<file path="src/rtl/deadtime_pkg.sv">
// Shared types and defaults for the complementary dead-time gate driver.
package deadtime_pkg;

   localparam int unsigned NCH_DEF         = 16;
   localparam int unsigned DT_W_DEF        = 8;
   localparam int unsigned SYNC_STAGES_DEF = 2;

   typedef enum logic [2:0] {
      OFF,
      DT_TO_HI,
      HI,
      DT_TO_LO,
      LO
   } ch_state_t;

   function automatic logic is_dt(input ch_state_t s);
      return (s == DT_TO_HI) || (s == DT_TO_LO);
   endfunction

endpackage

</file>
<file path="src/rtl/deadtime_ch.sv">
// One complementary channel: commutation FSM, dead-time counter and registered gate drives.
module deadtime_ch
   import deadtime_pkg::*;
#(
   parameter int unsigned DT_W = DT_W_DEF
) (
   input  logic            clk,
   input  logic            rst_n,
   input  logic            run,
   input  logic            pwm_s,
   input  logic [DT_W-1:0] dt_cycles,
   output logic            hi,
   output logic            lo,
   output logic            busy
);

   ch_state_t       state_q, state_d;
   logic [DT_W-1:0] cnt_q, cnt_d;
   logic            hi_q, hi_d;
   logic            lo_q, lo_d;
   logic            busy_q, busy_d;
   logic            cnt_done_c;

   // A loaded count of 0 or 1 both expire after a single dead cycle.
   assign cnt_done_c = (cnt_q <= DT_W'(1));

   always_ff @(posedge clk or negedge rst_n) begin
      if (!rst_n) begin
         state_q <= OFF;
         cnt_q   <= '0;
         hi_q    <= 1'b0;
         lo_q    <= 1'b0;
         busy_q  <= 1'b0;
      end else begin
         state_q <= state_d;
         cnt_q   <= cnt_d;
         hi_q    <= hi_d;
         lo_q    <= lo_d;
         busy_q  <= busy_d;
      end
   end

   always_comb begin
      state_d = state_q;
      cnt_d   = cnt_q;
      if (!run) begin
         state_d = OFF;
         cnt_d   = '0;
      end else begin
         case (state_q)
            OFF: begin
               state_d = pwm_s ? DT_TO_HI : DT_TO_LO;
               cnt_d   = dt_cycles;
            end
            DT_TO_HI: begin
               if (!pwm_s) begin
                  state_d = DT_TO_LO;
                  cnt_d   = dt_cycles;
               end else if (cnt_done_c) begin
                  state_d = HI;
                  cnt_d   = '0;
               end else begin
                  cnt_d = cnt_q - DT_W'(1);
               end
            end
            DT_TO_LO: begin
               if (pwm_s) begin
                  state_d = DT_TO_HI;
                  cnt_d   = dt_cycles;
               end else if (cnt_done_c) begin
                  state_d = LO;
                  cnt_d   = '0;
               end else begin
                  cnt_d = cnt_q - DT_W'(1);
               end
            end
            HI: begin
               if (!pwm_s) begin
                  state_d = DT_TO_LO;
                  cnt_d   = dt_cycles;
               end
            end
            LO: begin
               if (pwm_s) begin
                  state_d = DT_TO_HI;
                  cnt_d   = dt_cycles;
               end
            end
            default: begin
               state_d = OFF;
               cnt_d   = '0;
            end
         endcase
      end
      // Drives follow the next state so they change on the same edge as the FSM.
      hi_d   = (state_d == HI);
      lo_d   = (state_d == LO);
      busy_d = is_dt(state_d);
   end

   assign hi   = hi_q;
   assign lo   = lo_q;
   assign busy = busy_q;

endmodule

</file>
<file path="src/rtl/deadtime_gen.sv">
// N-channel complementary gate driver: input synchronisers, sticky fault latch and per-channel dead-time FSMs.
module deadtime_gen
   import deadtime_pkg::*;
#(
   parameter int unsigned NCH         = NCH_DEF,
   parameter int unsigned DT_W        = DT_W_DEF,
   parameter int unsigned SYNC_STAGES = SYNC_STAGES_DEF
) (
   input  logic            clk,
   input  logic            rst_n,
   input  logic            en,
   input  logic [DT_W-1:0] dt_cycles,
   input  logic [NCH-1:0]  pwm_in,
   input  logic            fault_in,
   input  logic            fault_clr,
   output logic [NCH-1:0]  hi_out,
   output logic [NCH-1:0]  lo_out,
   output logic [NCH-1:0]  busy,
   output logic            fault_latched
);

   logic [SYNC_STAGES-1:0][NCH-1:0] pwm_sync_q;
   logic [SYNC_STAGES-1:0]          fault_sync_q;
   logic [NCH-1:0]                  pwm_s_c;
   logic                            fault_s_c;
   logic                            fault_latched_q, fault_latched_d;
   logic                            run_c;

   always_ff @(posedge clk or negedge rst_n) begin
      if (!rst_n) begin
         pwm_sync_q      <= '0;
         fault_sync_q    <= '0;
         fault_latched_q <= 1'b0;
      end else begin
         pwm_sync_q      <= {pwm_sync_q[SYNC_STAGES-2:0], pwm_in};
         fault_sync_q    <= {fault_sync_q[SYNC_STAGES-2:0], fault_in};
         fault_latched_q <= fault_latched_d;
      end
   end

   assign pwm_s_c   = pwm_sync_q[SYNC_STAGES-1];
   assign fault_s_c = fault_sync_q[SYNC_STAGES-1];

   // Set dominates clear, so a clear pulse while the fault persists is ignored.
   assign fault_latched_d = fault_s_c | (fault_latched_q & ~fault_clr);

   // Gating on the latch's next value makes shutdown land on the same edge the latch sets.
   assign run_c = en & ~fault_latched_d;

   genvar g;
   generate
      for (g = 0; g < NCH; g++) begin : g_ch
         deadtime_ch #(
            .DT_W (DT_W)
         ) u_ch (
            .clk       (clk),
            .rst_n     (rst_n),
            .run       (run_c),
            .pwm_s     (pwm_s_c[g]),
            .dt_cycles (dt_cycles),
            .hi        (hi_out[g]),
            .lo        (lo_out[g]),
            .busy      (busy[g])
         );
      end
   endgenerate

   assign fault_latched = fault_latched_q;

endmodule

</file>
<file path="config.mk">
export PLATFORM = sky130hd
export DESIGN_NAME = deadtime_gen
export DESIGN_NICKNAME = d
export VERILOG_FILES = /design/src/rtl/deadtime_pkg.sv /design/src/rtl/deadtime_ch.sv /design/src/rtl/deadtime_gen.sv
export SDC_FILE = /design/constraint.sdc
export NUM_CORES = 1
export LEC_CHECK = 0
export CORE_ASPECT_RATIO = 1.4
export CORE_UTILIZATION = 55
export DETAILED_ROUTE_END_ITERATION = 10
export GPL_TIMING_DRIVEN = 0
export MAX_ROUTING_LAYER = met4
export PLACE_DENSITY = 0.74
export SETUP_SLACK_MARGIN = 0.02
export SLEW_MARGIN = 0
export SYNTH_ARGS = -nofsm -noshare
export SYNTH_HDL_FRONTEND = slang
export SYNTH_SLANG_ARGS = --single-unit
</file>
<file path="constraint.sdc">
create_clock -name clk -period 4.72 [get_ports clk]
set_clock_uncertainty 0.1 [all_clocks]
set_input_delay 1.18 -clock clk [delete_from_list [all_inputs] [get_ports clk]]
set_output_delay 1.18 -clock clk [all_outputs]
set_load 0.1 [all_outputs]
</file>
* Yosys cells after proc, flatten, opt, wreduce, memory -nomap -nowiden
Cells that the tools add are included.
Word-level totals: bits in registers 259, bits of input ports 29, output and inout bits 49, word-level logic and storage cells 585
Cells by class: add/sub/neg operators 16, magnitude comparators 16, equal/unequal tests 160, muxes and demuxes 256, bitwise gates (word level) 5, reductions and logical operators 48
Operators by type and width (count):
- 2-to-1 mux 8 bit | 96
- case mux 8 bit (5 select lines) | 16
- 2-to-1 mux 3 bit | 112
- case mux 3 bit (5 select lines) | 16
- == test 3 x 2 -> 1 bit (second input constant) | 64
- <= comparator 8 x 1 -> 1 bit (second input constant) | 16
- subtractor 8 x 1 -> 8 bit (second input constant) | 16
- == test 3 x 1 -> 1 bit (second input constant) | 32
- == test 3 bit (second input constant) | 32
- inequality test 3 bit (second input constant) | 32
- logical NOT 3 bit | 16
- 2-to-1 mux 2 bit | 16
- AND reduction 2 bit | 16
- logical OR 1 bit | 16
- AND 1 bit | 2
- NOT 1 bit | 2
- OR 1 bit | 1

* Longest topological paths before layout
Gate-level depths: netlist (run 1).
word-level depth 8, mapped depth 8, depth with buffers taken out 7

* Cells and area by module
From an unflattened synthesis (run 1), not the netlist that was laid out.
Unflattened totals: cell total of the unflattened synthesis 1598, area, all modules 15944.0 um2
Modules (own cells, without submodules):
- deadtime_ch at g_ch[10].u_ch ... | times used 11, cells each 101, area each 948.4 um2, seq. area each 350.3 um2
- deadtime_ch at g_ch[1].u_ch ... | times used 3, cells each 89, area each 928.4 um2, seq. area each 350.3 um2
- deadtime_ch at g_ch[4].u_ch | times used 1, cells each 90, area each 922.1 um2, seq. area each 350.3 um2
- deadtime_gen | times used 1, cells each 39, area each 904.6 um2, seq. area each 875.8 um2
- deadtime_ch at g_ch[0].u_ch | times used 1, cells each 91, area each 899.6 um2, seq. area each 350.3 um2

* Least setup slack after synthesis (run 1)
OpenSTA, ideal clock, no wires.
path kind input to register, start input port fault_clr, end register g_ch[13].u_ch.cnt_q[3], library setup time 64 ps, arrival time 2531 ps, path slack 2025 ps, stages on the path 6, cell sequence nand2b_1 > nand2_1 > or4_4 > buf_6 > o32ai_1 > a21o_1
Between the ends: cells in the longest elaborated chain, start to end 7, elaborated cells on any way between the ends 9, classes of those cells 2 x eq/ne; 1 x mux; 5 x bitwise; 1 x reduce/logical
Ends and longest elaborated chain:
- start, declared | line deadtime_gen.sv:15 | input logic fault_clr,
- NOT 1 bit (*) | line deadtime_gen.sv:45 | assign fault_latched_d = fault_s_c | (fault_latched_q & ~fault_clr);
- AND 1 bit (*) | line deadtime_gen.sv:45
- OR 1 bit (*) | line deadtime_gen.sv:45
- NOT 1 bit (*) | line deadtime_gen.sv:48 | assign run_c = en & ~fault_latched_d;
- AND 1 bit (*) | line deadtime_gen.sv:48
- inequality test 3 bit (no source line)
- AND reduction 2 bit (no source line)
- end signal, assigned | line deadtime_ch.sv:36 | cnt_q <= cnt_d;
- end, declared | line deadtime_ch.sv:18 | logic [DT_W-1:0] cnt_q, cnt_d;
Mark *: on every way between the ends. The rest lies on a longest branch, timed or not. A chain may end at the register's enable or synchronous reset.

* Worst setup path after layout (run 1)
start input port fault_clr, end register g_ch[7].u_ch.cnt_q[2]
Between the ends: cells in the longest elaborated chain, start to end 7, elaborated cells on any way between the ends 9, classes of those cells 2 x eq/ne; 1 x mux; 5 x bitwise; 1 x reduce/logical
Ends and longest elaborated chain (line):
- NOT 1 bit (*) | deadtime_gen.sv:45
- AND 1 bit (*) | deadtime_gen.sv:45
- OR 1 bit (*) | deadtime_gen.sv:45
- NOT 1 bit (*) | deadtime_gen.sv:48
- AND 1 bit (*) | deadtime_gen.sv:48
- inequality test 3 bit (no source line)
- AND reduction 2 bit (no source line)
- end signal, assigned | deadtime_ch.sv:36
- end, declared | deadtime_ch.sv:18
Marks and branches as above.

==> flow_summary_export.csv, run 1 <==
group,metric,value,unit
run_status,status,"completed",
setup_path,r2r_start,"fault_latched$_DFF_PN0_",
power_and_ir_drop,clkPwrFrac,38.1,%
sta,fin_ws,0.3682,ns
logic_synthesis,synth_warnings,0,
power_and_ir_drop,p_int,3.857,mW
worst_hold_path,hp-start,"pwm_sync_q[8]$_DFF_PN0_",
power_and_ir_drop,leakagePower,7.646,nW
logic_synthesis,ys_seq_area_share,40.70,%
logic_synthesis,ys_ff_latch,259,
floorplan,die_width,145.8,um
logic_synthesis,synth_compound_area_share,24.75,%
setup_path,path_max_fanout,10,
logic_synthesis,synth_mux_area_share,0.8407,%
logic_synthesis,avgSynthCellArea,8.716,um^2
logic_synthesis,synth_flop_cell,"dfrtp_1",
sta,finalSetupViolations,0,
clock_tree,cts_resized,0,
floorplan,core_area,28410,um^2
power_and_ir_drop,comb_power_share,18.7,%
setup_path,cp-end-kind,"register",
clock_tree,cts_max_level,1,
power_and_ir_drop,p_sw,1.677,mW
global_routing,grt_start_max_net_pins,114,
floorplan,rows,73,
clock_tree,clk-insertion-delay-late,0.57,ns
placement,numPortBuffers,75,
setup_path,crit_buf_inv,3,
setup_path,critPathMaxStageDelay,0.89,ns
setup_path,path_cells,"clkdlybuf4s50_1, nand2b_1, nand2_1, clkbuf_1, buf_1, o22ai_1",
logic_synthesis,synth_area,15920,um^2
setup_path,cpMaxStageDelayCell,"clkbuf_1",
floorplan,fp.dieArea,29650,um^2
logic_synthesis,syn_inst,1827,
setup_path,cpLargestDelayFamily,"buffers and inverters",
detailed_routing,drt_pass1_iterations,6,
logic_synthesis,synth_top_area_share,40.70,%
logic_synthesis,yosys.area.top_type,"dfrtp_1",
logic_synthesis,synth_nets,1888,
sta,tightest_slew,1.192,ns
finish,n_fill_cell,2428,
finish,final_util,63.60,%
detailed_routing,wl_per_cell,19.41,um
sta,fin_crit_sh,92.20,%
sta,slew_headroom,20.55,%
finish,drive_gt1_share,8.244,%
logic_synthesis,postSynth.asyncResetShare,100.0,%
sta,drv_slew,0,
logic_synthesis,synth-edff-count,0,
flow_run,max-cap-violations,0,
setup_path,cp-start-kind,"input pin",
floorplan,start_util,56.06,%
worst_hold_path,holdCritPathClass,"reg -> reg",
detailed_routing,route.vias.total,14890,
placement,place_congestion,0.9438,
power_and_ir_drop,power,5.534,mW
logic_synthesis,synth_top_family_by_area,"compound AO/OA/AOI/OAI gates",
clock_tree,clockBufferDepth,3,
placement,preCtsSetupSlack,-0.07350,ns
clock_tree,cts-root-buf,"clkbuf_16",
global_routing,gr-usage-all-layers,31.45,%
logic_synthesis,synth-xor-area-share,1.375,%
sta,rsz0062_at_grt,"no",
finish,area_growth_syn_to_layout,13.46,%
clock_tree,ctsHoldBuffers,0,
clock_tree,clkTransAtPathRegs,0.06,ns
clock_tree,post_cts_buffers,0,
setup_path,cp.required,5.00,ns
floorplan,die_h,203.3,um
logic_synthesis,yosys.area_share.adder,2.514,%
detailed_routing,vias_per_cell,6.397,
detailed_routing,wl,45190,um
detailed_routing,drt_iter0_drc,1054,
global_routing,grt_pass1_vias,14300,
detailed_routing,postRouteAntennaNets,0,
setup_path,arrival,4.63,ns
logic_synthesis,synthSimpleGateAreaFrac,22.73,%
sta,hold-worst-slack,0.2456,ns
clock_tree,cts_tree,"yes",
detailed_routing,drcViolationCount,0,
power_and_ir_drop,seq_power_share,43.2,%
setup_path,startpoint,"fault_clr",
finish,nNetsFinal,1995,
setup_path,path_class,"in -> reg",
logic_synthesis,synth.distinct_cells,86,
sta,fin_crit,4.352,ns
sta,setup-tns-final,0,ns
power_and_ir_drop,power_density,306.3,nW/um^2
logic_synthesis,synth_area_leaders,"dfrtp_1 41%, nand2_1 3.5%, o21ai_0 3.3%",
global_routing,grt_first_pass_wirelength,73010,um
sta,hold_viol,0,
power_and_ir_drop,vdd_drop_max,0.0003085,V
clock_tree,cts_buffers,28,
global_routing,antenna_found_initial,0,
floorplan,boundaryPins,78,
finish,n_antenna_cell,0,
sta,fmax,229.8,MHz
placement,post-dp-hpwl,30810,um
power_and_ir_drop,p_sw_share,30.31,%
clock_tree,clkSinkCount,259,
global_routing,gr-total-overflow,0,
## cells by family after synthesis
family,after synthesis
simple gates,680
compound gates,571
flops,259
buf+inv,247
fa+ha+maj,32
xor+xnor,25
mux,13
## registers in the layout (all words and copies together) (netlist names)
name,cells
g_ch.u_ch.lo,16
g_ch.u_ch.cnt_q,128
fault_latched,1
g_ch.u_ch.hi,16
g_ch.u_ch.busy,16
pwm_s_c,16
g_ch.u_ch.state_q,48
pwm_sync_q,16
fault_sync_q,2
## per-stage QoR
step / cell area, um^2 / std cells
6_report: 18070 / 2328
5_1_grt: 18070 / 2328
4_1_cts: 18070 / 2328
3_5_place_dp: 17200 / 2279
3_3_place_gp: 17140 / 2277
2_1_floorplan: 15920 / 1827
## power groups by stage
stage	sequential, mW	combinational [mW]	clock, mW
floorplan	2.41	0.714	0
global placement	2.43	0.988	0
detailed placement	2.43	1.01	0
CTS	2.39	1.02	2.14
global route	2.40	1.13	2.22
finish	2.39	1.03	2.11
## final timing paths
path | endpoint | slack (ns) | cells past startpoint
setup / recovery | g_ch[7].u_ch.cnt_q[2]$_DFFE_PN0P_ | 0.37 | 6
hold reg to reg | pwm_s_c[8]$_DFF_PN0_ | 0.25 | 0
min in group asynchronous | g_ch[9].u_ch.hi$_DFF_PN0_ | 0.42 | 1
hold / removal | pwm_s_c[8]$_DFF_PN0_ | 0.25 | 0
setup reg to reg | g_ch[7].u_ch.cnt_q[2]$_DFFE_PN0P_ | 1.15 | 5
max in group asynchronous | g_ch[1].u_ch.busy$_DFF_PN0_ | 2.77 | 3
## synthesized netlist by cell type, drive strengths merged (8+ instances only)
library cell  count
dfrtp           259
nand2           150
nor2            143
o21ai           119
a21oi            99
clkbuf           92
inv              85
nor3             83
buf              70
nand3            52
o22ai            40
a22oi            33
ha               32
o211ai           30
and3             29
nand2b           29
nor4             28
o21a             27
a32oi            25
nand3b           23
and2             21
or3              21
nor2b            20
nand4            19
o21bai           17
or3b             17
xor2             17
o221ai           16
a21boi           15
a32o             14
or4              14
o32ai            13
a221oi           12
o31a             12
a31oi            11
or2              11
mux2i            10
a31o              9
nor3b             9
a21o              8
xnor2             8
## placed cells by master, fill, tap and decap left out, types with 12 or more instances in the layout
master           synthesis  routed
or3_1                   20      20
a32oi_1                 25      25
buf_4                   48      48
o221ai_1                16      16
nor2b_1                 20      20
nand2_1                149     149
nand3_1                 52      52
inv_1                   85      85
dfrtp_1                259     259
or3b_2                  14      14
and3_1                  29      29
o211ai_1                30      30
o21ai_0                106     106
ha_1                    32      32
o22ai_1                 40      40
nand2b_1                29      29
nor2_1                 141     141
and2_1                  19      19
a32o_1                  14      14
clkbuf_1                92     102
a21boi_0                15      15
clkdlybuf4s50_1          0      74
o21bai_1                17      17
o31a_1                  12      12
o21a_1                  27      27
nand3b_1                23      23
nand4_1                 19      19
nor3_1                  78      78
xor2_1                  17      17
o32ai_1                 13      13
a21oi_1                 99      99
clkbuf_16                0      29
a221oi_1                12      12
nor4_1                  22      22
a22oi_1                 33      33
o21ai_1                 12      12
## final cells by class
type / instances / area [um^2] / area share (%)
Buffer: 162 / 809.5 / 4.481
Clock buffer: 44 / 832.0 / 4.605
Clock inverter: 5 / 31.28 / 0.1731
Inverter: 85 / 319.1 / 1.766
Multi-Input combinational cell: 1321 / 8314 / 46.02
Sequential cell: 259 / 6481 / 35.87
Tap cell: 375 / 469.2 / 2.597
Timing Repair Buffer: 77 / 810.8 / 4.488
## per-layer routing
layer / routed length, um / track usage, % / vias up / share of wire, %
met5: 0 / - / - / 0
met4: 2590 / 17.78 / 0 / 5.7
met3: 3012 / 3.937 / 159 / 6.7
met2: 21350 / 51.03 / 561 / 47
met1: 18240 / 38.01 / 7240 / 40
li1: - / - / 6933 / -
Note: power is estimated with default switching activity, not from simulation.
==> run 2, diff against run 1 <==
--- a/config.mk
+++ b/config.mk
@@ -12,7 +12,7 @@
 export MAX_ROUTING_LAYER = met4
 export PLACE_DENSITY = 0.74
 export SETUP_SLACK_MARGIN = 0.02
-export SLEW_MARGIN = 0
+export SLEW_MARGIN = 20
 export SYNTH_ARGS = -nofsm -noshare
 export SYNTH_HDL_FRONTEND = slang
 export SYNTH_SLANG_ARGS = --single-unit
==> constraint.sdc (replaced) <==
create_clock -name clk -period 4.25 [get_ports clk]
set_clock_uncertainty 0.1 [all_clocks]
set_input_delay 1.0625 -clock clk [delete_from_list [all_inputs] [get_ports clk]]
set_output_delay 1.0625 -clock clk [all_outputs]
set_load 0.1 [all_outputs]
==> run 2 against run 1 <==
  * Sequential cell count unchanged
  * Die area unchanged
  * Via count up 0.49%
  * Power increased by 13%
  * Clock power grew 16%
  * Cell count about the same
  * Register-to-register slack lost 0.47 ns
  * Combinational power up 12%
  * Global-route usage is 0.22 points higher
==> flow_summary_export.csv, run 2 (synthesis results as in run 1) <==
group,metric,value,unit
power_and_ir_drop,power_density,345.1,nW/um^2
finish,max_flop_register,"g_ch.u_ch.cnt_q",
setup_path,cp.required,4.53,ns
sta,fin_crit_sh,99.70,%
floorplan,fp.dieArea,29650,um^2
sta,setup-tns-final,0,ns
power_and_ir_drop,comb_power_share,18.4,%
global_routing,gr-usage-all-layers,31.67,%
finish,largest_reg_flops,128,
detailed_routing,drt_iter0_drc,1185,
setup_path,cp-end-kind,"register",
flow_run,max-cap-violations,0,
floorplan,boundaryPins,78,
sta,fin_crit,4.237,ns
sta,rsz0062_at_grt,"no",
sta,tightest_slew,1.228,ns
setup_path,crit_buf_inv,3,
clock_tree,clk-insertion-delay-late,0.56,ns
detailed_routing,route.vias.total,14970,
power_and_ir_drop,leakagePower,7.676,nW
finish,n_fill_cell,2420,
worst_hold_path,hp-start,"pwm_sync_q[13]$_DFF_PN0_",
sta,fmax,236.0,MHz
global_routing,gr-total-overflow,0,
clock_tree,clkTransAtPathRegs,0.06,ns
setup_path,r2r_start,"fault_latched$_DFF_PN0_",
detailed_routing,postRouteAntennaNets,0,
placement,placed_cell_area,17200,um^2
setup_path,path_max_fanout,10,
setup_path,cpLargestDelayFamily,"buffers and inverters",
finish,n_antenna_cell,0,
clock_tree,cts_resized,0,
run_status,status,"completed",
clock_tree,cts_buffers,28,
finish,final_cell_area,18120,um^2
floorplan,die_width,145.8,um
clock_tree,cts_max_level,1,
detailed_routing,drcViolationCount,0,
placement,post-dp-hpwl,30810,um
worst_hold_path,holdCritPathClass,"reg -> reg",
clock_tree,clkSinkCount,259,
sta,hold_viol,0,
clock_tree,clockBufferDepth,3,
global_routing,grt_first_pass_wirelength,73530,um
detailed_routing,wl,45400,um
setup_path,cp-start-kind,"input pin",
clock_tree,cts-root-buf,"clkbuf_16",
power_and_ir_drop,seq_power_share,42.5,%
detailed_routing,drt_pass1_iterations,8,
power_and_ir_drop,p_sw_share,30.08,%
floorplan,core_area,28410,um^2
setup_path,startpoint,"fault_clr",
detailed_routing,vias_per_cell,6.426,
finish,drive_gt1_share,8.547,%
floorplan,die_h,203.3,um
power_and_ir_drop,p_sw,1.881,mW
floorplan,start_util,56.06,%
setup_path,path_cells,"clkdlybuf4s50_1, nand2b_1, nand2_1, clkbuf_1, buf_1, nor3_1",
power_and_ir_drop,p_int,4.373,mW
detailed_routing,wl_per_cell,19.49,um
clock_tree,cts_tree,"yes",
global_routing,grt_pass1_vias,14330,
sta,finalSetupViolations,0,
finish,final_cell_mix,"259 x dfrtp_1, 149 x nand2_1, 141 x nor2_1",
finish,nNetsFinal,1995,
setup_path,cpMaxStageDelayCell,"clkbuf_1",
floorplan,rows,73,
placement,numPortBuffers,75,
global_routing,grt_start_max_net_pins,97,
clock_tree,ctsHoldBuffers,0,
sta,slew_headroom,18.15,%
setup_path,critPathMaxStageDelay,0.89,ns
global_routing,antenna_found_initial,0,
finish,area_growth_syn_to_layout,13.81,%
finish,largestRegisters,"g_ch.u_ch.cnt_q (128), g_ch.u_ch.state_q (48)",
power_and_ir_drop,clkPwrFrac,39.2,%
clock_tree,post_cts_buffers,0,
setup_path,arrival,4.52,ns
finish,final_common_cell,"dfrtp_1",
power_and_ir_drop,vdd_drop_max,0.0003131,V
setup_path,path_class,"in -> reg",
sta,drv_slew,0,
placement,place_congestion,0.9438,
## run 2: cell types whose count changed in the layout (fill, tap and decap cells not counted)
cell        delta
bufinv_16      +1
inv_6          -1
clkinvlp_4     +1
clkbuf_8       +2
clkbuf_1       -5
clkinv_4       +1
clkinv_2       +2
## run 2: worst paths after layout
kind | endpoint | slack [ns] | depth (start not counted)
min reg2reg | pwm_s_c[13]$_DFF_PN0_ | 0.25 | 0
max | g_ch[10].u_ch.state_q[2]$_DFF_PN0_ | 0.01 | 6
min in group asynchronous | pwm_s_c[9]$_DFF_PN0_ | 0.39 | 1
max in group asynchronous | g_ch[4].u_ch.cnt_q[4]$_DFFE_PN0P_ | 2.77 | 2
max reg2reg | g_ch[10].u_ch.state_q[2]$_DFF_PN0_ | 0.68 | 5
min | pwm_s_c[13]$_DFF_PN0_ | 0.25 | 0
## run 2: worst reg2reg max path: stages, from the launching register on
cell,delay (ns)
dfrtp_1,0.37
nand2b_1,0.31
nand2_1,0.73
clkbuf_1,0.90
buf_1,0.86
nor3_1,0.14
## run 2: area by class of cell
class                   instances  area (um^2)  area share [%]
multi-input cells            1321         8314           45.88
flip-flops and latches        259         6481           35.76
clock buffers                  41        840.8           4.639
repair buffers                 77        810.8           4.474
plain buffers                 162        809.5           4.467
well taps                     375        469.2           2.589
inverters                      85        319.1           1.760
clock inverters                 9        78.83          0.4349
## run 2: stage by stage
step                      setup slack [ns]  power [mW]  std cells  util, %  hold WS (ns)
after floorplan                      1.673       3.471       1827        -        0.2312
after global placement              -9.181       3.794       2277    60.35        0.2318
after detailed placement           -0.4257       3.823       2279    60.56        0.2347
after CTS                           0.1451       6.271       2329    63.80        0.2452
after global routing               0.04282       6.502       2329    63.80        0.2487
final                              0.01257       6.255       2329    63.80        0.2456
## run 2: power groups by stage
| stage | combinational (mW) | sequential [mW] | clock [mW] |
|---|---|---|---|
| 2_1_floorplan | 0.793 | 2.68 | 0 |
| 3_3_place_gp | 1.10 | 2.70 | 0 |
| 3_5_place_dp | 1.13 | 2.70 | 0 |
| 4_1_cts | 1.13 | 2.65 | 2.49 |
| 5_1_grt | 1.25 | 2.67 | 2.58 |
| 6_report | 1.15 | 2.66 | 2.45 |
## run 2: metal layers
layer,up-vias,wire [um],track usage (%)
li1,6928,-,-
met1,7293,18310,38.75
met2,593,22070,52.48
met3,152,3027,3.557
met4,0,1998,15.00
met5,-,0,-
==> run 3, diff against run 2 <==
--- a/config.mk
+++ b/config.mk
@@ -12,6 +12,7 @@
 export MAX_ROUTING_LAYER = met4
 export PLACE_DENSITY = 0.74
 export SETUP_SLACK_MARGIN = 0.02
+export SKIP_CTS_REPAIR_TIMING = 1
 export SLEW_MARGIN = 20
 export SYNTH_ARGS = -nofsm -noshare
 export SYNTH_HDL_FRONTEND = slang
==> results of run 3 <==
No change in the layout: final DEF, timing and power equal those of run 2.
